**config.mk**
```make
export PLATFORM = sky130hd
export DESIGN_NAME = xdma_config_seq
export DESIGN_NICKNAME = d
export VERILOG_FILES = /design/src/rtl/xdma_cfg_pkg.sv /design/src/rtl/xdma_seq_capture.sv /design/src/rtl/xdma_config_seq.sv
export SDC_FILE = /design/constraint.sdc
export NUM_CORES = 1
export LEC_CHECK = 0
export ABC_AREA = 1
export CAP_MARGIN = 20
export CORE_ASPECT_RATIO = 1.1
export CORE_MARGIN = 2
export CORE_UTILIZATION = 51
export CTS_CLUSTER_SIZE = 12
export DETAILED_ROUTE_END_ITERATION = 8
export GPL_ROUTABILITY_DRIVEN = 0
export PLACE_DENSITY = 0.82
export SETUP_SLACK_MARGIN = 0.3
export SYNTH_ARGS = -nofsm -noshare
export SYNTH_HDL_FRONTEND = slang
export SYNTH_HIERARCHICAL = 1
export SYNTH_SLANG_ARGS = --single-unit
```
**constraint.sdc**
```tcl
create_clock -name clk -period 4.4 [get_ports clk]
set_clock_uncertainty 0.15 [all_clocks]
set_input_delay 1.32 -clock clk [delete_from_list [all_inputs] [get_ports clk]]
set_output_delay 1.32 -clock clk [all_outputs]
set_load 0.02 [all_outputs]
```
**src/rtl/xdma_cfg_pkg.sv**
```systemverilog
// xdma_cfg_pkg
// Shared definitions for the XDMA configuration sequencer:
//   - LUT entry opcodes and write-merge modes
//   - bit positions of the fields inside a 69-bit LUT entry
//   - PCI Express capability ID used to validate capability headers
//   - response watchdog length (only used when XDMA_SEQ_TIMEOUT_EN is defined)
//   - sequencer state encoding
//   - helper that builds the write data from the last read and the LUT data
package xdma_cfg_pkg;

  typedef enum logic [2:0] {
    OP_CFG_WR = 3'b000,
    OP_CFG_RD = 3'b001,
    OP_BAR_WR = 3'b010,
    OP_BAR_RD = 3'b011,
    OP_END    = 3'b100
  } op_e;

  typedef enum logic [1:0] {
    MODE_SET = 2'b00,
    MODE_AND = 2'b01,
    MODE_OR  = 2'b10,
    MODE_BAD = 2'b11
  } mode_e;

  // LUT entry layout: {mode, op, addr, data}
  localparam int LUT_W   = 69;
  localparam int MODE_HI = 68;
  localparam int MODE_LO = 67;
  localparam int OP_HI   = 66;
  localparam int OP_LO   = 64;
  localparam int ADDR_HI = 63;
  localparam int ADDR_LO = 32;
  localparam int DATA_HI = 31;
  localparam int DATA_LO = 0;

  localparam logic [7:0] PCIE_CAP_ID = 8'h10;

  localparam int TIMEOUT_CYCLES = 1024;

  typedef enum logic [2:0] {
    ST_IDLE,
    ST_FETCH,
    ST_ISSUE,
    ST_MERGE,
    ST_PAUSE,
    ST_DONE,
    ST_ERROR
  } state_e;

  // Read-modify-write data for a write entry. MODE_BAD never reaches here
  // because the sequencer traps it before issuing.
  function automatic logic [31:0] merge_wdata(input logic [1:0]  mode,
                                              input logic [31:0] last_rd,
                                              input logic [31:0] data);
    case (mode)
      MODE_AND: return last_rd & data;
      MODE_OR:  return last_rd | data;
      default:  return data;
    endcase
  endfunction

endpackage

```
**src/rtl/xdma_seq_capture.sv**
```systemverilog
// xdma_seq_capture
// Holds the values that later LUT entries depend on, captured from read
// results at fixed LUT indices while the sequencer is in its MERGE cycle.
// Ports:
//   clk, rst        - clock, synchronous active-high reset
//   en              - high during the MERGE cycle of a read entry
//   index           - LUT index of the read being merged
//   rdata           - data returned by that read
//   hdr_err         - combinational: a capability header read did not return
//                     the PCIe capability ID
//   cap_ptr_dev, cap_ptr, pxcap_dev, pxcap - capability pointers
//   mpss            - negotiated max payload size (minimum of both sides)
//   pxdc_data       - last captured device-control word
module xdma_seq_capture
  import xdma_cfg_pkg::*;
#(
  parameter logic [31:0] IDX_CAP_DEV   = 32'd13,
  parameter logic [31:0] IDX_CAP       = 32'd15,
  parameter logic [31:0] IDX_PXCAP_DEV = 32'd14,
  parameter logic [31:0] IDX_PXCAP     = 32'd16,
  parameter logic [31:0] IDX_DCAP_DEV  = 32'd17,
  parameter logic [31:0] IDX_DCAP      = 32'd18,
  parameter logic [31:0] IDX_PXDC_DEV  = 32'd19,
  parameter logic [31:0] IDX_PXDC      = 32'd21
)(
  input  logic        clk,
  input  logic        rst,
  input  logic        en,
  input  logic [31:0] index,
  input  logic [31:0] rdata,
  output logic        hdr_err,
  output logic [7:0]  cap_ptr,
  output logic [7:0]  cap_ptr_dev,
  output logic [7:0]  pxcap,
  output logic [7:0]  pxcap_dev,
  output logic [2:0]  mpss,
  output logic [31:0] pxdc_data
);

  logic hdr_idx;

  // A capability header read must return the PCIe capability ID; anything
  // else means the pointer chain is broken and the walk cannot continue.
  assign hdr_idx = (index == IDX_PXCAP_DEV) || (index == IDX_PXCAP);
  assign hdr_err = en && hdr_idx && (rdata[7:0] != PCIE_CAP_ID);

  // Index-matched capture registers. The PCIe capability location is only
  // committed once its header has been validated. MPSS takes the device
  // value first and then the minimum with the bridge side.
  always_ff @(posedge clk) begin
    if (rst) begin
      cap_ptr     <= '0;
      cap_ptr_dev <= '0;
      pxcap       <= '0;
      pxcap_dev   <= '0;
      mpss        <= '0;
      pxdc_data   <= '0;
    end else if (en) begin
      if (index == IDX_CAP_DEV)
        cap_ptr_dev <= rdata[7:0];
      if (index == IDX_CAP)
        cap_ptr <= rdata[7:0];
      if (index == IDX_PXCAP_DEV && !hdr_err)
        pxcap_dev <= cap_ptr_dev;
      if (index == IDX_PXCAP && !hdr_err)
        pxcap <= cap_ptr;
      if (index == IDX_DCAP_DEV)
        mpss <= rdata[2:0];
      if (index == IDX_DCAP)
        mpss <= (rdata[2:0] < mpss) ? rdata[2:0] : mpss;
      if (index == IDX_PXDC_DEV || index == IDX_PXDC)
        pxdc_data <= rdata;
    end
  end

endmodule

```
**src/rtl/xdma_config_seq.sv**
```systemverilog
// xdma_config_seq
// Walks the XDMA configuration LUT and executes each entry as a register
// access on the bridge (cfg space) or the NVMe controller (BAR space).
// Stops at intermediate END entries until go, and finishes at the last one.
// Optional feature: define XDMA_SEQ_TIMEOUT_EN to add a response watchdog
// that aborts an access after TIMEOUT_CYCLES cycles without reg_ack.
// Ports:
//   clk, rst                    - clock, synchronous active-high reset
//   start, go                   - begin the walk / resume after a phase END
//   lut_index, lut_data         - LUT address out, entry {mode,op,addr,data} in
//   reg_req/we/bar/addr/wdata   - register access request, held until ack
//   reg_ack, reg_err, reg_rdata - access completion, error and read data
//   busy, phase_done, done, error - status
//   cap_ptr*, pxcap*, mpss, pxdc_data - captured values fed back to the LUT
module xdma_config_seq
  import xdma_cfg_pkg::*;
#(
  parameter int          LUT_DEPTH     = 42,
  parameter logic [31:0] IDX_CAP_DEV   = 32'd13,
  parameter logic [31:0] IDX_CAP       = 32'd15,
  parameter logic [31:0] IDX_PXCAP_DEV = 32'd14,
  parameter logic [31:0] IDX_PXCAP     = 32'd16,
  parameter logic [31:0] IDX_DCAP_DEV  = 32'd17,
  parameter logic [31:0] IDX_DCAP      = 32'd18,
  parameter logic [31:0] IDX_PXDC_DEV  = 32'd19,
  parameter logic [31:0] IDX_PXDC      = 32'd21
)(
  input  logic              clk,
  input  logic              rst,
  input  logic              start,
  input  logic              go,
  output logic [31:0]       lut_index,
  input  logic [LUT_W-1:0]  lut_data,
  output logic              reg_req,
  output logic              reg_we,
  output logic              reg_bar,
  output logic [31:0]       reg_addr,
  output logic [31:0]       reg_wdata,
  input  logic              reg_ack,
  input  logic              reg_err,
  input  logic [31:0]       reg_rdata,
  output logic              busy,
  output logic              phase_done,
  output logic              done,
  output logic              error,
  output logic [7:0]        cap_ptr,
  output logic [7:0]        cap_ptr_dev,
  output logic [7:0]        pxcap,
  output logic [7:0]        pxcap_dev,
  output logic [2:0]        mpss,
  output logic [31:0]       pxdc_data
);

  localparam logic [31:0] LAST_INDEX = 32'(LUT_DEPTH - 1);

  state_e      state;
  logic [31:0] last_rd;
  logic [1:0]  lut_mode;
  logic [2:0]  lut_op;
  logic [31:0] lut_addr;
  logic [31:0] lut_dval;
  logic        op_is_read;
  logic        hdr_err;

`ifdef XDMA_SEQ_TIMEOUT_EN
  localparam int TW = $clog2(TIMEOUT_CYCLES) + 1;
  logic [TW-1:0] timer;
`else
  // No watchdog state in this build.
`endif

  // Split the current LUT entry into its fields.
  assign lut_mode   = lut_data[MODE_HI:MODE_LO];
  assign lut_op     = lut_data[OP_HI:OP_LO];
  assign lut_addr   = lut_data[ADDR_HI:ADDR_LO];
  assign lut_dval   = lut_data[DATA_HI:DATA_LO];
  assign op_is_read = lut_op[0];

  // Capture registers are written at the end of the MERGE cycle, using the
  // read data that was latched at the ack.
  xdma_seq_capture #(
    .IDX_CAP_DEV   (IDX_CAP_DEV),
    .IDX_CAP       (IDX_CAP),
    .IDX_PXCAP_DEV (IDX_PXCAP_DEV),
    .IDX_PXCAP     (IDX_PXCAP),
    .IDX_DCAP_DEV  (IDX_DCAP_DEV),
    .IDX_DCAP      (IDX_DCAP),
    .IDX_PXDC_DEV  (IDX_PXDC_DEV),
    .IDX_PXDC      (IDX_PXDC)
  ) u_capture (
    .clk         (clk),
    .rst         (rst),
    .en          (state == ST_MERGE),
    .index       (lut_index),
    .rdata       (last_rd),
    .hdr_err     (hdr_err),
    .cap_ptr     (cap_ptr),
    .cap_ptr_dev (cap_ptr_dev),
    .pxcap       (pxcap),
    .pxcap_dev   (pxcap_dev),
    .mpss        (mpss),
    .pxdc_data   (pxdc_data)
  );

  // Sequencer FSM with registered outputs. Access fields are loaded in FETCH
  // and stay untouched through ISSUE, so they are stable while reg_req is up.
  // ERROR is sticky until reset.
  always_ff @(posedge clk) begin
    if (rst) begin
      state      <= ST_IDLE;
      lut_index  <= '0;
      reg_req    <= 1'b0;
      reg_we     <= 1'b0;
      reg_bar    <= 1'b0;
      reg_addr   <= '0;
      reg_wdata  <= '0;
      busy       <= 1'b0;
      phase_done <= 1'b0;
      done       <= 1'b0;
      error      <= 1'b0;
      last_rd    <= '0;
`ifdef XDMA_SEQ_TIMEOUT_EN
      timer      <= '0;
`endif
    end else begin
      case (state)
        ST_IDLE: begin
          if (start) begin
            lut_index <= '0;
            busy      <= 1'b1;
            state     <= ST_FETCH;
          end
        end

        ST_FETCH: begin
          if (lut_op == OP_END) begin
            busy <= 1'b0;
            if (lut_index == LAST_INDEX) begin
              done  <= 1'b1;
              state <= ST_DONE;
            end else begin
              phase_done <= 1'b1;
              state      <= ST_PAUSE;
            end
          end else if (lut_op > OP_END ||
                       (!op_is_read && lut_mode == MODE_BAD)) begin
            busy  <= 1'b0;
            error <= 1'b1;
            state <= ST_ERROR;
          end else begin
            reg_req   <= 1'b1;
            reg_we    <= ~op_is_read;
            reg_bar   <= lut_op[1];
            reg_addr  <= lut_addr;
            reg_wdata <= op_is_read ? '0 : merge_wdata(lut_mode, last_rd, lut_dval);
`ifdef XDMA_SEQ_TIMEOUT_EN
            timer     <= '0;
`endif
            state     <= ST_ISSUE;
          end
        end

        ST_ISSUE: begin
          if (reg_err) begin
            reg_req <= 1'b0;
            busy    <= 1'b0;
            error   <= 1'b1;
            state   <= ST_ERROR;
          end else if (reg_ack) begin
            reg_req <= 1'b0;
            if (!reg_we) begin
              last_rd <= reg_rdata;
              state   <= ST_MERGE;
            end else begin
              lut_index <= lut_index + 32'd1;
              state     <= ST_FETCH;
            end
          end
`ifdef XDMA_SEQ_TIMEOUT_EN
          else if (timer == TW'(TIMEOUT_CYCLES - 1)) begin
            reg_req <= 1'b0;
            busy    <= 1'b0;
            error   <= 1'b1;
            state   <= ST_ERROR;
          end else begin
            timer <= timer + 1'b1;
          end
`else
          // Without the watchdog the request is held until the target answers.
`endif
        end

        ST_MERGE: begin
          if (hdr_err) begin
            busy  <= 1'b0;
            error <= 1'b1;
            state <= ST_ERROR;
          end else begin
            lut_index <= lut_index + 32'd1;
            state     <= ST_FETCH;
          end
        end

        ST_PAUSE: begin
          if (go) begin
            phase_done <= 1'b0;
            busy       <= 1'b1;
            lut_index  <= lut_index + 32'd1;
            state      <= ST_FETCH;
          end
        end

        ST_DONE: begin
          if (start) begin
            done      <= 1'b0;
            busy      <= 1'b1;
            lut_index <= '0;
            state     <= ST_FETCH;
          end
        end

        ST_ERROR: begin
          error <= 1'b1;
        end

        default: state <= ST_ERROR;
      endcase
    end
  end

endmodule
```
# == Word level (Yosys, flattened, before mapping) ==
# Index checks and enable logic that the tools add are counted.
# Widths: inputs -> output; s select.
# word_totals
regBits,205
wordCells,148
inputBits,107
# op_classes
n_mux,47
reduce_logical,34
n_lt_le_gt_ge,2
n_eq_ne,38
n_bitwise,8
add_sub_neg,1
# op_table
operator,n
$mux 32,7
$eq 32x5->1 const B,5
$pmux 32 s4,1
$eq 32x4->1 const B,3
$pmux 32 s2,1
$add 32x1->32 const B,1
$and 32x32->32,1
$eq 32x6->1 const B,1
$or 32x32->32,1
$mux 3,10
$ne 2x2->1 const B,15
$mux 1,21
$reduce_and 4->1,5
$pmux 3 s6,1
$eq 3x3->1 const B,4
$reduce_and 2->1,5
$ne 8x5->1 const B,1
$reduce_bool 2->1,4
$reduce_bool 4->1,2
$reduce_and 7->1,1
$eq 3x2->1 const B,2
$ne 3x3->1 const B,2
$not 1->1,6
$pmux 1 s2,3
18 further kinds,27

# == Longest topological paths before layout ==
# Gate-level depths: netlist (run 1).
# logic_depth
ltp_word,7
ltp_mapped,15
ltp_nobuf,14

# == Modules after synthesis ==
# Netlist (run 1), hierarchy kept.
# by_module_without_submodules
mod,instances,cells_per_inst,seq_area_each_um2,area_per_inst_um2
xdma_config_seq,1,971,2762.6,6475.0
xdma_seq_capture,1,395,1341.3,2864.0

# == Least setup slack after synthesis (run 1) ==
# No wires, ideal clock.
# synth_path
kind,input to register
start,input port lut_data[67]
end,register reg_wdata[24]
arrival_time_ns,2.534
required_time_ns,4.180
stages,8
slack_ns,1.646
path_cell_list,inv_1 ha_1 nor2_1 clkbuf_1 a21oi_1 o21ai_0 nand2_1 a21oi_1
# synth_between
elab_chain_cells,5
elab_cells_between_ends,9
classes_between,3 x eq/ne; 2 x mux; 1 x bitwise; 3 x reduce/logical
# synth_rtl
element,line_no,source
from (decl),xdma_config_seq.sv:33,"input logic [LUT_W-1:0] lut_data,"
$eq 2x2->1,xdma_config_seq.sv:146,(!op_is_read && lut_mode == MODE_BAD)) begin
$logic_and 1x1->1,xdma_config_seq.sv:146,
$logic_or 1x1->1,xdma_config_seq.sv:145,end else if (lut_op > OP_END ||
$not 1->1 (no line),--,
$reduce_and 3->1 (no line),--,
to (signal assigned),xdma_config_seq.sv:155,"reg_wdata <= op_is_read ? '0 : merge_wdata(lut_mode, last_rd, lut_dval);"
to (decl),xdma_config_seq.sv:38,"output logic [31:0] reg_wdata,"
# Parallel ways exist; a longest one is shown, timed or not.
# A chain may end at the register's enable or synchronous reset.

# == Final worst setup path (run 1) ==
# layout_path
start,register lut_index[0]
end,output port lut_index[0]
# layout_rtl
element,line_no,source
from (decl),xdma_config_seq.sv:32,"output logic [31:0] lut_index,"
from (signal assigned),xdma_config_seq.sv:175,lut_index <= lut_index + 32'd1;
from (signal assigned),xdma_config_seq.sv:199,lut_index <= lut_index + 32'd1;
from (signal assigned),xdma_config_seq.sv:208,lut_index <= lut_index + 32'd1;
# No word-level cell between the ends.

==> impl_metrics.csv, run 1 <==
group,metric,value,unit
global_routing,grt_pass1_vias,9093,
timing,hold_viol,0,
global_routing,antenna_found_initial,0,
cts,cts_tree,"done",
synthesis,syn-num-nets,1480,
power_and_ir_drop,leakagePower,4.65,nW
detailed_routing,first_pass_iters,5,
finish,fin_area,12900,um2
power_and_ir_drop,power_density,405,nW/um2
cts,htreeDepth,1,
cts,holdBufCountCts,0,
place,io_buffers,276,
setup_path,critical_path.startpoint,"lut_index[0]",
detailed_routing,post_drt_via_cell_ratio,5.32,
synthesis,avgSynthCellArea,6.84,um2
synthesis,synth_flop_cell,"dfxtp_1",
cts,numCtsBuffers,22,
setup_path,cp.arrival,1.78,ns
setup_path,r2r_start,"lut_index[0]",
synthesis,synth.most_common_cell,"nor2_1",
power_and_ir_drop,p_total,5.22,mW
setup_path,slowest_delay,0.69,ns
global_routing,grt_max_degree,69,
floorplanning,start_util,52.5,%
setup_path,critPathCaptureType,"output port",
detailed_routing,dr_total_vias,9917,
synthesis,ys_seq_area_share,43.9,%
synthesis,ys_top_cells_by_area,"dfxtp_1 44%, nor2_1 12%, nand2_1 9.3%",
floorplanning,die_w,133,um
synthesis,syn_area,9340,um2
finish,final_core_util,72.4,%
setup_path,worst-path-buf-inv,1,
cts,clkSinkCount,205,
detailed_routing,first_iter_violations,754,
detailed_routing,ant_nets,0,
cts,postCtsSetupBuffers,0,
synthesis,yosysWarnings,6,
global_routing,grt_use_total,27.9,%
timing,drv_slew,0,
floorplanning,core.rowCount,51,
place,placed_cell_area,12200,um2
setup_path,cp_max_fo,12,
setup_path,worstPathCellList,"clkdlybuf4s50_1",
cts,cts.repair.resized,0,
setup_path,crit_slowest_cell,"clkdlybuf4s50_1",
finish,num_antenna_cells,0,
cts,ctsRootBufferMaster,"clkbuf_16",
finish,syn2layout_area_growth,37.9,%
timing,slew_headroom,46.5,%
global_routing,overflow,0,
finish,multi_input_area,4480,um2
synthesis,synth_top_area_share,43.9,%
timing,worst_pin_slew,0.801,ns
floorplanning,ioPinCount,277,
cts,clkTransAtPathRegs,0.06,ns
outcome,status,"finished, final reports clean",
timing,period_minus_slack,3.25,ns
finish,drive_above_1_share,4.49,%
place,hpwl,19400,um
synthesis,ys_top_cells_by_count,"298 x nor2_1, 232 x nand2_1, 205 x dfxtp_1",
setup_path,critical_path_class,"flip-flop to output port",
synthesis,synthCells,1366,
detailed_routing,drt-total-wl,28100,um
cts,clk_latency,0.50,ns
timing,fin_hold_ws,0.304,ns
detailed_routing,post-route-drc-count,0,
synthesis,synth_cell_types,34,
setup_path,startpoint_type,"flip-flop",
timing,setup_viol,0,
timing,rsz0062_at_grt,"no",
timing,fmaxAchievable,308,MHz
power_and_ir_drop,peakVddDrop,0.323,mV
setup_path,critical_path.top_delay_family,"buffers and inverters",
timing,finalCritPeriodShare,73.8,%
finish,regArea,4100,um2
cts,clock_path_buffers,3,
floorplanning,fp.coreArea,17800,um2
min_path,hp-start,"done",
finish,fillers,1450,
floorplanning,die_h,146,um
synthesis,synth_edf_count,0,
finish,nNetsFinal,1726,
global_routing,grt_pass1_wl,45300,um
job,maxCapViolCount,0,
setup_path,crit_required,2.93,ns
synthesis,ys_ff_latch,205,
synthesis,async_reset_ff_share,0,%
floorplanning,die-area,19400,um2
min_path,hp-class,"flip-flop to flip-flop",
timing,setup_tns,0,ns
synthesis,synth_top_cell_by_area,"dfxtp_1",
detailed_routing,wl_per_cell,15.1,um
[sequential cells by signal, summed over array words and instances, names as in the netlist, 3 cells and up]
signal,flops
last_rd,32
lut_index,32
reg_addr,32
reg_wdata,32
u_capture/pxdc_data,32
u_capture/cap_ptr,8
u_capture/cap_ptr_dev,8
u_capture/pxcap,8
u_capture/pxcap_dev,8
state,3
u_capture/mpss,3
[stage by stage]
step	std cells	setup slack (ns)
6_report	1863	1.15
3_5_place_dp	1825	0.694
5_1_grt	1863	1.06
2_1_floorplan	1366	1.65
3_3_place_gp	1825	0.812
4_1_cts	1862	1.14
[power breakdown]
| part | leakage, nW | total, mW | internal (mW) | switching, mW |
|---|---|---|---|---|
| combinational | 2.66 | 1.35 | 0.492 | 0.860 |
| clock | 0.334 | 1.78 | 1.05 | 0.727 |
| sequential | 1.66 | 2.09 | 1.99 | 0.102 |
[layout make-up]
type	count	share of cell area [%]
Clock buffer	34	4.93
Clock inverter	3	0.398
Inverter	112	3.27
Multi-Input combinational cell	982	34.8
Sequential cell	205	31.9
Tap cell	238	2.31
Timing Repair Buffer	289	22.4
[final timing paths]
check	endpoint	cells past startpoint	slack, ns
max reg2reg	lut_index[20]	13	1.54
max	lut_index[0]	1	1.15
min	done	2	0.30
min reg2reg	done	2	0.30
[placed cells by master (no fill, tap or decap), drive strengths merged]
cell	n
clkdlybuf4s50	275
nand2	237
xor2	3
nor3b	1
clkinv	4
or2	1
o31ai	1
nand4	15
nand3b	23
bufinv	1
o21ai	185
nor2	308
nor3	10
buf	14
o41ai	1
nand3	42
a21oi	147
dfxtp	205
inv	110
clkbuf	34
o21a	1
ha	7
[kinds of logic (layout without fill, tap and decap cells)]
| logic type | Yosys count | after routing | synth area share [%] |
|---|---|---|---|
| flops | 205 | 205 | 43.9 |
| xor+xnor | 3 | 3 | 0.281 |
| compound gates | 335 | 335 | 18.2 |
| fa+ha+maj | 7 | 7 | 0.938 |
| buf+inv | 179 | 438 | 8.11 |
| simple gates | 637 | 637 | 28.6 |
[metal layers]
metal	vias to the layer above	track usage, %	wire, um
li1	4901	-	-
met1	4541	34.9	11300
met2	429	48.1	13800
met3	46	6.44	2390
met4	0	7.69	631
met5	-	0	0
No activity file was read; power rests on OpenSTA's default activity.
==> inputs of run 2 (changes only) <==
CORE_UTILIZATION = 48   (was 51)
PLACE_DENSITY = 0.78   (was 0.82)
clock period = 3.2 ns   (was 4.4 ns; I/O delays follow)
==> impl_metrics.csv, run 2 (synthesized netlist as in run 1, its figures left out) <==
group,metric,value,unit
timing,fmaxAchievable,351,MHz
power_and_ir_drop,peakVddDrop,0.589,mV
setup_path,worstPathCellList,"clkdlybuf4s50_1",
timing,period_minus_slack,2.85,ns
finish,layout_common_cells,"297 x nor2_1, 275 x clkdlybuf4s50_1, 231 x nand2_1",
global_routing,antenna_found_initial,1,
setup_path,cp_max_fo,9,
power_and_ir_drop,leakagePower,4.74,nW
floorplanning,die_h,150,um
cts,numCtsBuffers,23,
outcome,status,"finished, final reports clean",
timing,drv_slew,0,
finish,syn2layout_area_growth,39.6,%
global_routing,grt_max_degree,65,
floorplanning,core.rowCount,53,
timing,rsz0062_at_grt,"no",
setup_path,cp.arrival,1.74,ns
detailed_routing,post-route-drc-count,0,
floorplanning,start_util,48.9,%
global_routing,grt_pass1_vias,9064,
cts,cts_tree,"done",
global_routing,grt_use_total,26.7,%
min_path,hp-class,"flip-flop to flip-flop",
setup_path,crit_slowest_cell,"clkdlybuf4s50_1",
setup_path,critical_path.top_delay_family,"buffers and inverters",
place,hpwl,19800,um
setup_path,slowest_delay,0.71,ns
detailed_routing,post_drt_via_cell_ratio,5.22,
job,maxCapViolCount,0,
timing,worst_slack,0.352,ns
timing,worst_pin_slew,0.606,ns
detailed_routing,first_iter_violations,608,
power_and_ir_drop,power_density,568,nW/um2
detailed_routing,ant_nets,0,
floorplanning,ioPinCount,277,
cts,clkTransAtPathRegs,0.06,ns
detailed_routing,dr_total_vias,9835,
finish,nNetsFinal,1736,
detailed_routing,first_pass_iters,5,
cts,ctsRootBufferMaster,"clkbuf_16",
timing,finalCritPeriodShare,89.0,%
cts,clock_path_buffers,3,
power_and_ir_drop,p_total,7.41,mW
floorplanning,fp.coreArea,19100,um2
place,io_buffers,276,
place,pre_cts_slack,0.174,ns
floorplanning,die-area,20600,um2
cts,clkSinkCount,205,
global_routing,overflow,0,
cts,htreeDepth,1,
setup_path,critical_path_class,"flip-flop to output port",
cts,clk_latency,0.50,ns
setup_path,critPathCaptureType,"output port",
timing,setup_tns,0,ns
global_routing,grt_pass1_wl,44800,um
finish,mostFrequentLayoutCell,"nor2_1",
detailed_routing,drt-total-wl,28400,um
setup_path,crit_required,2.09,ns
timing,setup_viol,0,
cts,postCtsSetupBuffers,0,
setup_path,worst-path-buf-inv,1,
floorplanning,die_w,137,um
finish,drive_above_1_share,5.57,%
setup_path,startpoint_type,"flip-flop",
timing,hold_viol,0,
detailed_routing,wl_per_cell,15.1,um
timing,slew_headroom,59.6,%
-- run 2: per-stage QoR --
step                instance area, um2  hold WS (ns)  util (%)  instances
global placement                 12300         0.290      64.3       1844
finish                           13000         0.301      68.3       1883
floorplan                         9340         0.286         -       1366
CTS                              13000         0.304      68.2       1882
global route                     13000         0.331      68.3       1883
detailed placement               12300         0.294      64.3       1844
-- run 2: what timing repair did --
item,CTS,global route
endpoints found under the setup margin,0,3
hold buffers,0,0
resized for setup,0,3
-- run 2: final timing paths --
check / startpoint / end / slack (ns) / depth (start not counted)
setup / recovery: lut_index[4] / lut_index[4] / 0.35 / 1
setup reg to reg: lut_index[23] / lut_index[26] / 0.58 / 13
hold / removal: error / error / 0.30 / 2
hold reg to reg: error / error / 0.30 / 2
-- run 2: layout make-up --
cell class / instances / area [um2]
fill: 1713 / 6060
timing repair buffer: 298 / 2960
multi-input combinational: 982 / 4480
antenna: 1 / 2.50
inverter: 112 / 422
tap: 247 / 309
clock inverter: 3 / 43.8
clock buffer: 35 / 711
sequential: 205 / 4110
-- run 2: report_power, final --
group	switching (mW)	total, mW	leakage, nW	internal [mW]
registers	0.139	2.88	1.66	2.74
logic	1.21	1.91	2.71	0.707
clock network	1.02	2.62	0.374	1.60
-- run 2: routing by layer --
metal / track usage (%) / up-vias / part of all wire, %
met1: 32.1 / 4442 / 40
met3: 6.87 / 74 / 8.3
met4: 8.92 / 0 / 3.0
met2: 46.3 / 376 / 49
li1: - / 4943 / -
met5: 0 / - / 0
==> inputs of run 3 (changes only) <==
CELL_PAD_IN_SITES_DETAIL_PLACEMENT = 0   (was not set)
CELL_PAD_IN_SITES_GLOBAL_PLACEMENT = 1   (was not set)
CORE_UTILIZATION = 33   (was 48)
GPL_ROUTABILITY_DRIVEN = 1   (was 0)
PLACE_DENSITY = 0.77   (was 0.78)
==> impl_metrics.csv, run 3 (synthesized netlist as in run 1, its figures left out) <==
group,metric,value,unit
outcome,status,"finished, final reports clean",
cts,clkSinkCount,205,
detailed_routing,drt-total-wl,31200,um
timing,setup_tns,0,ns
detailed_routing,first_pass_iters,5,
cts,htreeDepth,1,
finish,mostFrequentLayoutCell,"nor2_1",
detailed_routing,post-route-drc-count,0,
min_path,whs_path_depth,2,
job,maxCapViolCount,0,
global_routing,grt_pass1_wl,49400,um
power_and_ir_drop,switching_share,32.6,%
power_and_ir_drop,power_density,570,nW/um2
power_and_ir_drop,leakagePower,4.80,nW
setup_path,critical_path.top_delay_family,"buffers and inverters",
floorplanning,die_w,164,um
setup_path,startpoint_type,"flip-flop",
floorplanning,die-area,29700,um2
power_and_ir_drop,p_total,7.58,mW
setup_path,r2r_start,"lut_index[18]",
power_and_ir_drop,pwr-share-clk,36.2,%
finish,drive_above_1_share,6.19,%
timing,fmaxAchievable,354,MHz
floorplanning,start_util,33.5,%
global_routing,grt_max_degree,65,
cts,ctsRootBufferMaster,"clkbuf_16",
cts,holdBufCountCts,0,
setup_path,cp_max_fo,8,
power_and_ir_drop,peakVddDrop,0.352,mV
detailed_routing,post_drt_via_cell_ratio,4.83,
place,io_buffers,276,
global_routing,overflow,0,
cts,clkTransAtPathRegs,0.06,ns
cts,clock_path_buffers,3,
power_and_ir_drop,p_int,5.11,mW
global_routing,grt_use_total,20.7,%
finish,nNetsFinal,1744,
floorplanning,fp.coreArea,27900,um2
setup_path,crit_required,2.09,ns
detailed_routing,ant_nets,0,
setup_path,slowest_delay,0.68,ns
detailed_routing,first_iter_violations,500,
cts,cts_tree,"done",
timing,hold_viol,0,
power_and_ir_drop,pwr-share-comb,25.9,%
power_and_ir_drop,p_seq_share,37.9,%
power_and_ir_drop,p_switching,2.47,mW
cts,numCtsBuffers,24,
setup_path,crit_slowest_cell,"clkdlybuf4s50_1",
timing,finalCritPeriodShare,88.4,%
min_path,hold_end,"done",
global_routing,antenna_found_initial,1,
timing,drv_slew,0,
setup_path,cp.depth,1,
floorplanning,ioPinCount,277,
timing,rsz0062_at_grt,"no",
setup_path,cp.arrival,1.72,ns
setup_path,r2r_setup_slack,0.61,ns
global_routing,grt_pass1_vias,9062,
place,place_congestion,0.849,
detailed_routing,wl_per_cell,15.5,um
floorplanning,die_h,180,um
min_path,hp-class,"flip-flop to flip-flop",
cts,clk_latency,0.52,ns
finish,layout_common_cells,"297 x nor2_1, 275 x clkdlybuf4s50_1, 231 x nand2_1",
timing,slew_headroom,56.9,%
place,hpwl,21800,um
timing,setup_viol,0,
floorplanning,core.rowCount,64,
setup_path,rr_endpoint,"lut_index[20]",
setup_path,worstPathCellList,"clkdlybuf4s50_1",
setup_path,critPathCaptureType,"output port",
setup_path,worst-path-buf-inv,1,
setup_path,ff2ff_path_depth,14,
min_path,hp-start,"done",
detailed_routing,dr_total_vias,9716,
finish,syn2layout_area_growth,42.3,%
timing,period_minus_slack,2.83,ns
setup_path,critical_path_class,"flip-flop to output port",
timing,worst_pin_slew,0.647,ns
-- run 3: cell type report --
cell class	count	area, um2
Antenna cell	1	2.50
Multi-Input combinational cell	982	4480
Clock buffer	33	674
Sequential cell	205	4110
Tap cell	363	454
Timing Repair Buffer	305	3030
Inverter	112	422
Clock inverter	11	119
Fill cell	2844	14600
-- run 3: how the worst max path moves through the flow --
stage	startpoint	slack, ns	endpoint
4_1_cts	lut_index[2]	0.30	lut_index[2]
5_1_grt	lut_index[27]	0.31	lut_index[24]
2_1_floorplan	lut_data[67]	0.81	reg_wdata[29]
3_3_place_gp	reg_err	0.26	lut_index[20]
3_5_place_dp	lut_data[67]	0.25	reg_wdata[31]
6_report	lut_index[5]	0.37	lut_index[5]
-- run 3: timing repair --
action | CTS | global route
resized for setup | 0 | 3
buffers inserted | 0 | 2
endpoints found under the setup margin | 0 | 18
-- run 3: stage by stage --
| step | util, % | setup slack (ns) | cells | hold slack [ns] | cell area [um2] |
|---|---|---|---|---|---|
| 6_report | 47.7 | 0.373 | 2012 | 0.310 | 13300 |
| 5_1_grt | 47.7 | 0.309 | 2012 | 0.327 | 13300 |
| 4_1_cts | 47.6 | 0.302 | 2009 | 0.310 | 13300 |
| 3_5_place_dp | 44.8 | 0.246 | 1965 | 0.301 | 12500 |
| 3_3_place_gp | 44.8 | 0.262 | 1965 | 0.290 | 12500 |
| 2_1_floorplan | - | 0.806 | 1366 | 0.286 | 9340 |
-- run 3: power by group through the flow --
stage / Sequential (mW) / Clock [mW] / Combinational [mW]
4_1_cts: 2.87 / 2.82 / 1.95
3_3_place_gp: 2.92 / 0 / 1.94
5_1_grt: 2.89 / 2.93 / 2.20
6_report: 2.87 / 2.74 / 1.96
2_1_floorplan: 3.06 / 0 / 1.09
3_5_place_dp: 2.93 / 0 / 1.95
-- run 3: routing by layer --
layer / vias up / track usage, % / wire length, um
met1: 4436 / 27.0 / 13500
met3: 45 / 5.13 / 2270
met4: 0 / 5.04 / 718
met2: 289 / 34.2 / 14700
li1: 4946 / - / -
met5: - / 0 / 0
